<file path="src/rtl/ufm_read_ctrl.sv">
// ufm_read_ctrl: word-read sequencer for the MAX 10 UFM serial port.
// Loads or increments the flash address register, latches the data register,
// then shifts out 32 bits LSB first and reports them with a one-cycle done.
module ufm_read_ctrl #(
    parameter int CLK_DIV  = 4,
    parameter int ADDR_W   = 23,
    parameter int WADDR_W  = 12,
    parameter int MAX_ADDR = 3071,
    parameter int ADDR_OFS = 512
) (
    input  logic               clock,
    input  logic               reset,
    input  logic               rd,
    input  logic [WADDR_W-1:0] address,
    output logic               busy,
    output logic               done,
    output logic [31:0]        dout,
    output logic               err,
    output logic               arclk,
    output logic               arshft,
    output logic               ardin,
    output logic               drclk,
    output logic               drshft,
    output logic               drdin,
    input  logic               drdout
);

    localparam int CW = $clog2(2 * CLK_DIV);
    localparam int PW = $clog2(ADDR_W > 32 ? ADDR_W : 32);
    localparam logic [CW-1:0] LP_CNT_LAST = CW'(2 * CLK_DIV - 1);
    localparam logic [CW-1:0] LP_CNT_HI   = CW'(CLK_DIV);
    localparam logic [CW-1:0] LP_CNT_SMP  = CW'(CLK_DIV - 1);
    localparam logic [31:0]   LP_MAX      = MAX_ADDR;

    typedef enum logic [2:0] {
        S_IDLE, S_LOAD, S_INC, S_LATCH, S_SHIFT, S_DONE
    } state_t;

    state_t               r_state, w_state;
    logic [CW-1:0]        r_cnt, w_cnt;
    logic [PW-1:0]        r_pcnt, w_pcnt, w_npulse_m1;
    logic [ADDR_W-1:0]    r_sreg, w_sreg;
    logic [WADDR_W-1:0]   r_addr, w_addr, r_last, w_last;
    logic                 r_last_valid, w_last_valid;
    logic [31:0]          r_data, w_data, r_dout, w_dout;
    logic                 r_err, w_err;
    logic                 r_busy, w_busy, r_done, w_done;
    logic                 r_arclk, w_arclk, r_arshft, w_arshft, r_ardin, w_ardin;
    logic                 r_drclk, w_drclk, r_drshft, w_drshft;
    logic                 w_pulse_end, w_seq_end, w_active;

    // Next-state, datapath and next-output logic; every flash pin is registered
    // from these values so the clocks and their qualifiers are glitch-free.
    always_comb begin
        w_state      = r_state;
        w_cnt        = r_cnt;
        w_pcnt       = r_pcnt;
        w_sreg       = r_sreg;
        w_addr       = r_addr;
        w_last       = r_last;
        w_last_valid = r_last_valid;
        w_data       = r_data;
        w_dout       = r_dout;
        w_err        = r_err;

        case (r_state)
            S_LOAD:  w_npulse_m1 = PW'(ADDR_W - 1);
            S_SHIFT: w_npulse_m1 = PW'(31);
            default: w_npulse_m1 = '0;
        endcase

        w_active    = (r_state != S_IDLE) && (r_state != S_DONE);
        w_pulse_end = (r_cnt == LP_CNT_LAST);
        w_seq_end   = w_pulse_end && (r_pcnt == w_npulse_m1);

        if (w_active) begin
            w_cnt  = w_pulse_end ? '0 : r_cnt + CW'(1);
            w_pcnt = w_seq_end ? '0 : (w_pulse_end ? r_pcnt + PW'(1) : r_pcnt);
        end

        unique case (r_state)
            // DONE accepts a request exactly like IDLE since busy is already low there.
            S_IDLE, S_DONE: begin
                w_state = S_IDLE;
                if (rd) begin
                    w_addr = address;
                    w_cnt  = '0;
                    w_pcnt = '0;
                    if (32'(address) > LP_MAX) begin
                        w_state = S_DONE;
                        w_err   = 1'b1;
                        w_dout  = '1;
                    end else if (r_last_valid &&
                                 ((WADDR_W+1)'(address) == (WADDR_W+1)'(r_last) + (WADDR_W+1)'(1))) begin
                        w_state = S_INC;
                    end else begin
                        w_state = S_LOAD;
                        w_sreg  = ADDR_W'(address) + ADDR_W'(ADDR_OFS);
                    end
                end
            end
            S_LOAD: begin
                if (w_pulse_end) w_sreg = {r_sreg[ADDR_W-2:0], 1'b0};
                if (w_seq_end)   w_state = S_LATCH;
            end
            S_INC: begin
                if (w_seq_end) w_state = S_LATCH;
            end
            S_LATCH: begin
                if (w_seq_end) w_state = S_SHIFT;
            end
            S_SHIFT: begin
                if (r_cnt == LP_CNT_SMP) w_data = {drdout, r_data[31:1]};
                if (w_seq_end) begin
                    w_state      = S_DONE;
                    w_dout       = r_data;
                    w_err        = 1'b0;
                    w_last       = r_addr;
                    w_last_valid = 1'b1;
                end
            end
            default: w_state = S_IDLE;
        endcase

        w_busy   = (w_state == S_LOAD) || (w_state == S_INC) ||
                   (w_state == S_LATCH) || (w_state == S_SHIFT);
        w_done   = (w_state == S_DONE);
        w_arclk  = ((w_state == S_LOAD) || (w_state == S_INC)) && (w_cnt >= LP_CNT_HI);
        w_arshft = (w_state != S_INC);
        w_ardin  = (w_state == S_LOAD) && w_sreg[ADDR_W-1];
        w_drclk  = ((w_state == S_LATCH) || (w_state == S_SHIFT)) && (w_cnt >= LP_CNT_HI);
        w_drshft = (w_state != S_LATCH);
    end

    // State and output registers with synchronous reset.
    always_ff @(posedge clock) begin
        if (reset) begin
            r_state      <= S_IDLE;
            r_cnt        <= '0;
            r_pcnt       <= '0;
            r_sreg       <= '0;
            r_addr       <= '0;
            r_last       <= '0;
            r_last_valid <= 1'b0;
            r_data       <= '0;
            r_dout       <= '0;
            r_err        <= 1'b0;
            r_busy       <= 1'b0;
            r_done       <= 1'b0;
            r_arclk      <= 1'b0;
            r_arshft     <= 1'b1;
            r_ardin      <= 1'b0;
            r_drclk      <= 1'b0;
            r_drshft     <= 1'b1;
        end else begin
            r_state      <= w_state;
            r_cnt        <= w_cnt;
            r_pcnt       <= w_pcnt;
            r_sreg       <= w_sreg;
            r_addr       <= w_addr;
            r_last       <= w_last;
            r_last_valid <= w_last_valid;
            r_data       <= w_data;
            r_dout       <= w_dout;
            r_err        <= w_err;
            r_busy       <= w_busy;
            r_done       <= w_done;
            r_arclk      <= w_arclk;
            r_arshft     <= w_arshft;
            r_ardin      <= w_ardin;
            r_drclk      <= w_drclk;
            r_drshft     <= w_drshft;
        end
    end

    assign busy   = r_busy;
    assign done   = r_done;
    assign dout   = r_dout;
    assign err    = r_err;
    assign arclk  = r_arclk;
    assign arshft = r_arshft;
    assign ardin  = r_ardin;
    assign drclk  = r_drclk;
    assign drshft = r_drshft;
    assign drdin  = 1'b0;

endmodule

</file>
<file path="config.mk">
export PLATFORM = sky130hd
export DESIGN_NAME = ufm_read_ctrl
export DESIGN_NICKNAME = d
export VERILOG_FILES = /design/src/rtl/ufm_read_ctrl.sv
export SDC_FILE = /design/constraint.sdc
export NUM_CORES = 1
export LEC_CHECK = 0
export BUFFER_PORTS_ARGS = -buffer_cell sky130_fd_sc_hd__buf_2
export CORE_MARGIN = 5
export CORE_UTILIZATION = 25
export DETAILED_ROUTE_END_ITERATION = 6
export HOLD_SLACK_MARGIN = 0.02
export REMOVE_ABC_BUFFERS = 1
export SYNTH_ARGS = -nofsm -noshare
export SYNTH_HDL_FRONTEND = slang
export SYNTH_SLANG_ARGS = --single-unit
</file>
<file path="constraint.sdc">
create_clock -name clock -period 7.2 [get_ports clock]
set_input_delay 0.72 -clock clock [delete_from_list [all_inputs] [get_ports clock]]
set_output_delay 0.72 -clock clock [all_outputs]
set_load 0.1 [all_outputs]
</file>
# [Word-level counts from Yosys, hierarchy flattened]
# Index checks and enable logic that the tools add are counted.
[totals] reg_bits=131 in_bits=16 output_inout_bits=41 elab_cells=98
[classes] n_addsub=4 order_cmp=2 n_eq_ne=23 n_mux=30 reduce_logical=21
[op_table] operator="2-to-1 mux 32 bit" count=3
[op_table] operator="2-to-1 mux 23 bit" count=4
[op_table] operator="one-hot mux 32 bit (2 select lines)" count=1
[op_table] operator="one-hot mux 23 bit (2 select lines)" count=1
[op_table] operator="2-to-1 mux 3 bit" count=9
[op_table] operator="2-to-1 mux 5 bit" count=5
[op_table] operator="== test 3 x 2 -> 1 bit, second input constant" count=5
[op_table] operator="== test 3 bit, second input constant" count=5
[op_table] operator="adder 12 x 1 -> 13 bit, second input constant" count=1
[op_table] operator="adder 12 x 10 -> 13 bit, second input constant" count=1
[op_table] operator="== test 12 x 13 -> 1 bit" count=1
[op_table] operator="> comparator 12 bit, second input constant" count=1
[op_table] operator="inequality test 2 bit, second input constant" count=6
[op_table] operator="one-hot mux 3 bit (4 select lines)" count=1
[op_table] operator="one-hot mux 5 bit (2 select lines)" count=1
[op_table] operator="== test 3 x 1 -> 1 bit, second input constant" count=2
[op_table] operator="logical AND 1 bit" count=6
[op_table] operator="inequality test 3 x 2 -> 1 bit, second input constant" count=2
[op_table] operator="AND reduction 2 bit" count=3
[op_table] operator="adder 5 x 1 -> 5 bit, second input constant" count=1
[op_table] operator="== test 5 bit" count=1
[op_table] operator="AND reduction 5 bit" count=1
[op_table] operator="logical OR 1 bit" count=4
[op_table] operator="AND reduction 4 bit" count=1
[op_table] operator="10 further kinds" count=14

# [Logic depth before layout (Yosys ltp)]
[logic_depth] word_depth=11 ltp_mapped=10 depth_no_buf=8

# [Worst setup path after synthesis]
# Ideal clock, no wire load.
[synth_path] path_kind="in2reg" from="input address[6]" to="register r_sreg[9]" setup_ns=0.115 t_arrival_ns=2.165 t_required_ns=7.085 slack_ns=4.921 stages=8 n_path_buf=1 path_cell_list="nand4b_1 -> a311o_1 -> o311a_1 -> nor4_4 -> a21o_2 -> buf_4 -> o21ai_0 -> o21a_1"
[synth_between] elab_chain_cells=5 word_cells_on_any_way=11 classes_between="add/sub (1); order compare (1); eq/ne (3); mux (4); reduce/logical (2)"
[synth_lines] item="from (decl)" line_no="14" source="input logic [WADDR_W-1:0] address,"
[synth_lines] item="adder 12 x 10 -> 13 bit" line_no="98" source="w_sreg = ADDR_W'(address) + ADDR_W'(ADDR_OFS);"
[synth_lines] item="2-to-1 mux 23 bit" line_no="93" source="end else if (r_last_valid &&"
[synth_lines] item="2-to-1 mux 23 bit" line_no="89" source="if (32'(address) > LP_MAX) begin"
[synth_lines] item="2-to-1 mux 23 bit" line_no="85" source="if (rd) begin"
[synth_lines] item="one-hot mux 23 bit (2 select lines)" line_no="81" source="unique case (r_state)"
[synth_lines] item="to (signal assigned)" line_no="159" source="r_sreg <= w_sreg;"
[synth_lines] item="to (decl)" line_no="42" source="logic [ADDR_W-1:0] r_sreg, w_sreg;"
# Several ways; a longest one is shown, not always the timed one. The select of a mux whose other input is x is not followed.
# A chain may end at the register's enable or synchronous reset.

# [Final worst setup path]
[layout_path] from="register r_last[0]" to="register r_ardin, in the netlist ardin"
[layout_between] elab_chain_cells=9 word_cells_on_any_way=13 classes_between="add/sub (1); eq/ne (2); mux (8); reduce/logical (2)"
[layout_lines] item="from (decl)" line_no="43" source="logic [WADDR_W-1:0] r_addr, w_addr, r_last, w_last;"
[layout_lines] item="from (signal assigned)" line_no="161" source="r_last <= w_last;"
[layout_lines] item="adder 12 x 1 -> 13 bit *" line_no="94" source="((WADDR_W+1)'(address) == (WADDR_W+1)'(r_last) + (WADDR_W+1)'(1))) begin"
[layout_lines] item="== test 12 x 13 -> 1 bit *" line_no="94"
[layout_lines] item="logical AND 1 bit *" line_no="93"
[layout_lines] item="2-to-1 mux 2 bit" line_no="93"
[layout_lines] item="2-to-1 mux 3 bit" line_no="89"
[layout_lines] item="2-to-1 mux 3 bit" line_no="85"
[layout_lines] item="one-hot mux 3 bit (4 select lines)" line_no="81"
[layout_lines] item="== test 3 x 1 -> 1 bit" line_no="130" source="w_ardin = (w_state == S_LOAD) && w_sreg[ADDR_W-1];"
[layout_lines] item="logical AND 1 bit *" line_no="130"
[layout_lines] item="to (signal assigned)" line_no="170" source="r_ardin <= w_ardin;"
[layout_lines] item="to (decl)" line_no="48" source="logic r_arclk, w_arclk, r_arshft, w_arshft, r_ardin, w_ardin;"
# Every way passes the cells marked *; elsewhere a longest branch is shown, timed or not. The select of a mux whose other input is x is not followed.

==> run_results.csv <==
group,metric,value,unit
status,outcome,"finished, final reports clean",
synth,yosysTopAreaCell,"dfxtp_1",
synth,ys_seq_elements,131,
synth,synth_enable_flop_cells,0,
floorplanning,die_w,156,um
timing,setup_tns,0,ns
synth,synth_top_area_share,49.1,%
layout,fin_nets,664,
layout,drive_above_1_share,20.5,%
pwr,power.leakage,0.00231,uW
place,pre_cts_slack,4.28,ns
routing,drtIter0Drc,401,
floorplanning,ios,57,
setup_path,path_class,"reg2reg",
timing,post-route-min-period,2.87,ns
place,dp_hpwl,8.35,mm
layout,diodes,0,
synth,synthCells,607,
synth,synthSimpleGateAreaFrac,20.7,%
clock_tree,cts_made_buffers,17,
setup_path,crit_fanout,23,
global_route,grt_pass1_wl,21.0,mm
timing,rsz0062_at_grt,"no",
timing,fin_crit_sh,39.9,%
clock_tree,tritoncts,"done",
floorplanning,dieHeight,156,um
global_route,grt.total_usage,10.5,%
timing,fin_worst_skew,0.0136,ns
clock_tree,clock_tree.root_cell,"clkbuf_16",
routing,wl_met1,6.13,mm
global_route,antenna_found_initial,2,
layout,fin_util,30.7,%
floorplanning,coreArea,21000,um^2
synth,synthTopCellsByArea,"dfxtp_1, nand2_1, a21oi_1, o221a_2, nand3_1",
routing,route.met2.wl,6.06,mm
routing,ant_nets,0,
synth,ys_types,61,
pwr,power_density,301,nW/um^2
worst_hold_path,hp-class,"reg2reg",
routing,drc,0,
routing,num_vias,4435,
clock_tree,ctsResizeCount,0,
setup_path,crit_path_cell_trace,"ha_1 -> nand3_2 -> o21a_1 -> o311a_1 -> nor4_4 -> a21o_2 -> a31oi_1 -> nor4_1",
place,globalplace.congestion,0.770,
clock_tree,postCtsSetupRepairBufs,0,
timing,hold_viol,0,
setup_path,start_kind,"flop",
flow_run,maxCapViolCount,0,
synth,ys.flop_type,"dfxtp_1",
clock_tree,cts.clk_slew.worst_paths,0.06,ns
setup_path,slowest_delay,0.45,ns
synth,yosys_warnings,0,
timing,worst_slack,4.33,ns
clock_tree,cts_buffer_depth,2,
timing,slew_headroom,23.5,%
floorplanning,row_count,53,
clock_tree,insertion_delay,0.41,ns
clock_tree,cts_num_sinks,131,
routing,vias_per_cell,4.77,
timing,worst_pin_slew,1.15,ns
clock_tree,holdBufCountCts,0,
place,placed_area,5810,um^2
global_route,grt_pass1_vias,4010,
setup_path,slowest_stage,"dfxtp_1",
place,io_buffers,55,
layout,syn2layout_area_growth,20.7,%
routing,drt-pass1-iter-count,5,
synth,async_reset_ff_share,0,%
synth,syn_avg_cell_area,8.80,um^2
routing,highest_layer,"met5",
synth,synthAdderAreaFrac,1.59,%
synth,synth_top_family_by_area,"compound AO/OA/AOI/OAI gates",
routing,wl_met3,559,um
floorplanning,start_util,25.4,%
setup_path,worstPathRequired,7.50,ns
timing,maxSlewViolCount,0,
routing,wl,13.0,mm
synth,yosysSeqAreaShare,49.1,%
global_route,grt_max_degree,63,
synth,syn_area,5340,um^2
synth,synth_xor_area_share,3.11,%
timing,fmax,348,MHz
clock_tree,htree_levels,4,
layout,final_area,6450,um^2
timing,setup_violations,0,
setup_path,cp_data_arrival_time,3.18,ns
routing,wire_per_inst,14.0,um
floorplanning,die-area,24400,um^2
setup_path,endpoint_kind,"flop",
synth,synth_compound_area_share,20.9,%
synth,synth.mux.area_fraction,0.562,%
global_route,overflow,0,
pwr,ir_worst_vdd,125,uV
-- per-layer routing --
layer	vias up	GRT usage (%)
met2	97	16.4
li1	2217	-
met1	2096	13.8
met4	4	4.05
met3	21	2.83
met5	-	0
-- placed cells by master (no fill, tap or decap), types with 4 or more instances in the layout --
master | synthesis | layout
nand2_1 | 139 | 139
dfxtp_1 | 131 | 131
a21oi_1 | 86 | 86
buf_2 | 5 | 55
o221a_2 | 32 | 32
nand3_1 | 28 | 28
nor2_1 | 21 | 21
clkbuf_16 | 0 | 17
xnor2_1 | 13 | 13
nor3_1 | 12 | 12
a22oi_1 | 9 | 9
inv_1 | 7 | 7
xor2_1 | 6 | 6
ha_1 | 6 | 6
o21ai_0 | 5 | 5
nand2b_1 | 4 | 4
and3_1 | 4 | 4
bufinv_16 | 0 | 4
buf_4 | 4 | 4
-- power breakdown --
| group | leakage, uW | internal (uW) | switching [uW] |
|---|---|---|---|
| logic | 0.000941 | 52.4 | 190 |
| registers | 0.00106 | 753 | 16.7 |
| clock network | 0.000307 | 596 | 334 |
-- worst max-delay path: cells and delay by family (launching register included) --
family,cells,cell delay [ns]
fa+ha+maj,1,0.28
flops,1,0.45
simple gates,3,0.84
compound gates,4,1.18
-- synth_stat cells (3+ instances only) --
cell type  count
clkbuf_1      34
nand2b_1       4
buf_2          5
xor2_1         6
mux2i_1        3
a31oi_1        3
o221a_2       32
a22oi_1        9
and2_1         3
nor2_1        21
nor3_1        12
a21oi_1       86
o21a_1         3
dfxtp_1      131
o21ai_0        5
nand2_1      139
inv_1          7
nand3_1       28
and3_1         4
buf_4          4
xnor2_1       13
ha_1           6
-- per-stage QoR --
step | std cells | hold slack, ns | total power (uW)
after floorplan | 564 | 0.426 | 970
after global placement | 898 | 0.437 | 1030
after detailed placement | 898 | 0.446 | 1030
after CTS | 930 | 0.454 | 1960
after global routing | 930 | 0.467 | 2010
final | 930 | 0.453 | 1940
-- sequential cells by signal (all words and copies together) (netlist names), 3 cells and up --
name	count
r_pcnt	5
r_state	3
r_data	32
r_sreg	23
dout	32
r_cnt	3
r_addr	12
r_last	12
-- final timing paths --
path / start / endpoint / slack [ns] / cells after the start
setup / recovery: r_last[0] / ardin / 4.33 / 8
hold / removal: r_sreg[19] / r_sreg[20] / 0.45 / 2
setup reg to reg: r_last[0] / ardin / 4.33 / 8
hold reg to reg: r_sreg[19] / r_sreg[20] / 0.45 / 2
-- kinds of logic after synthesis --
family	count (synthesis)
other	1
DFF	131
adders and majority gates	7
and+or+nand+nor	236
xor gates and xnor gates	19
AOI/OAI and AO/OA	159
buffers and inverters	51
muxes	3
-- cell type report --
type / count / area, um^2
multi-input combinational: 425 / 2510
fill: 2182 / 14600
clock inverter: 13 / 199
sequential: 131 / 2620
timing repair buffer: 59 / 305
inverter: 8 / 30.0
tap: 275 / 344
clock buffer: 19 / 443
Power figures use the tool's default switching activity.
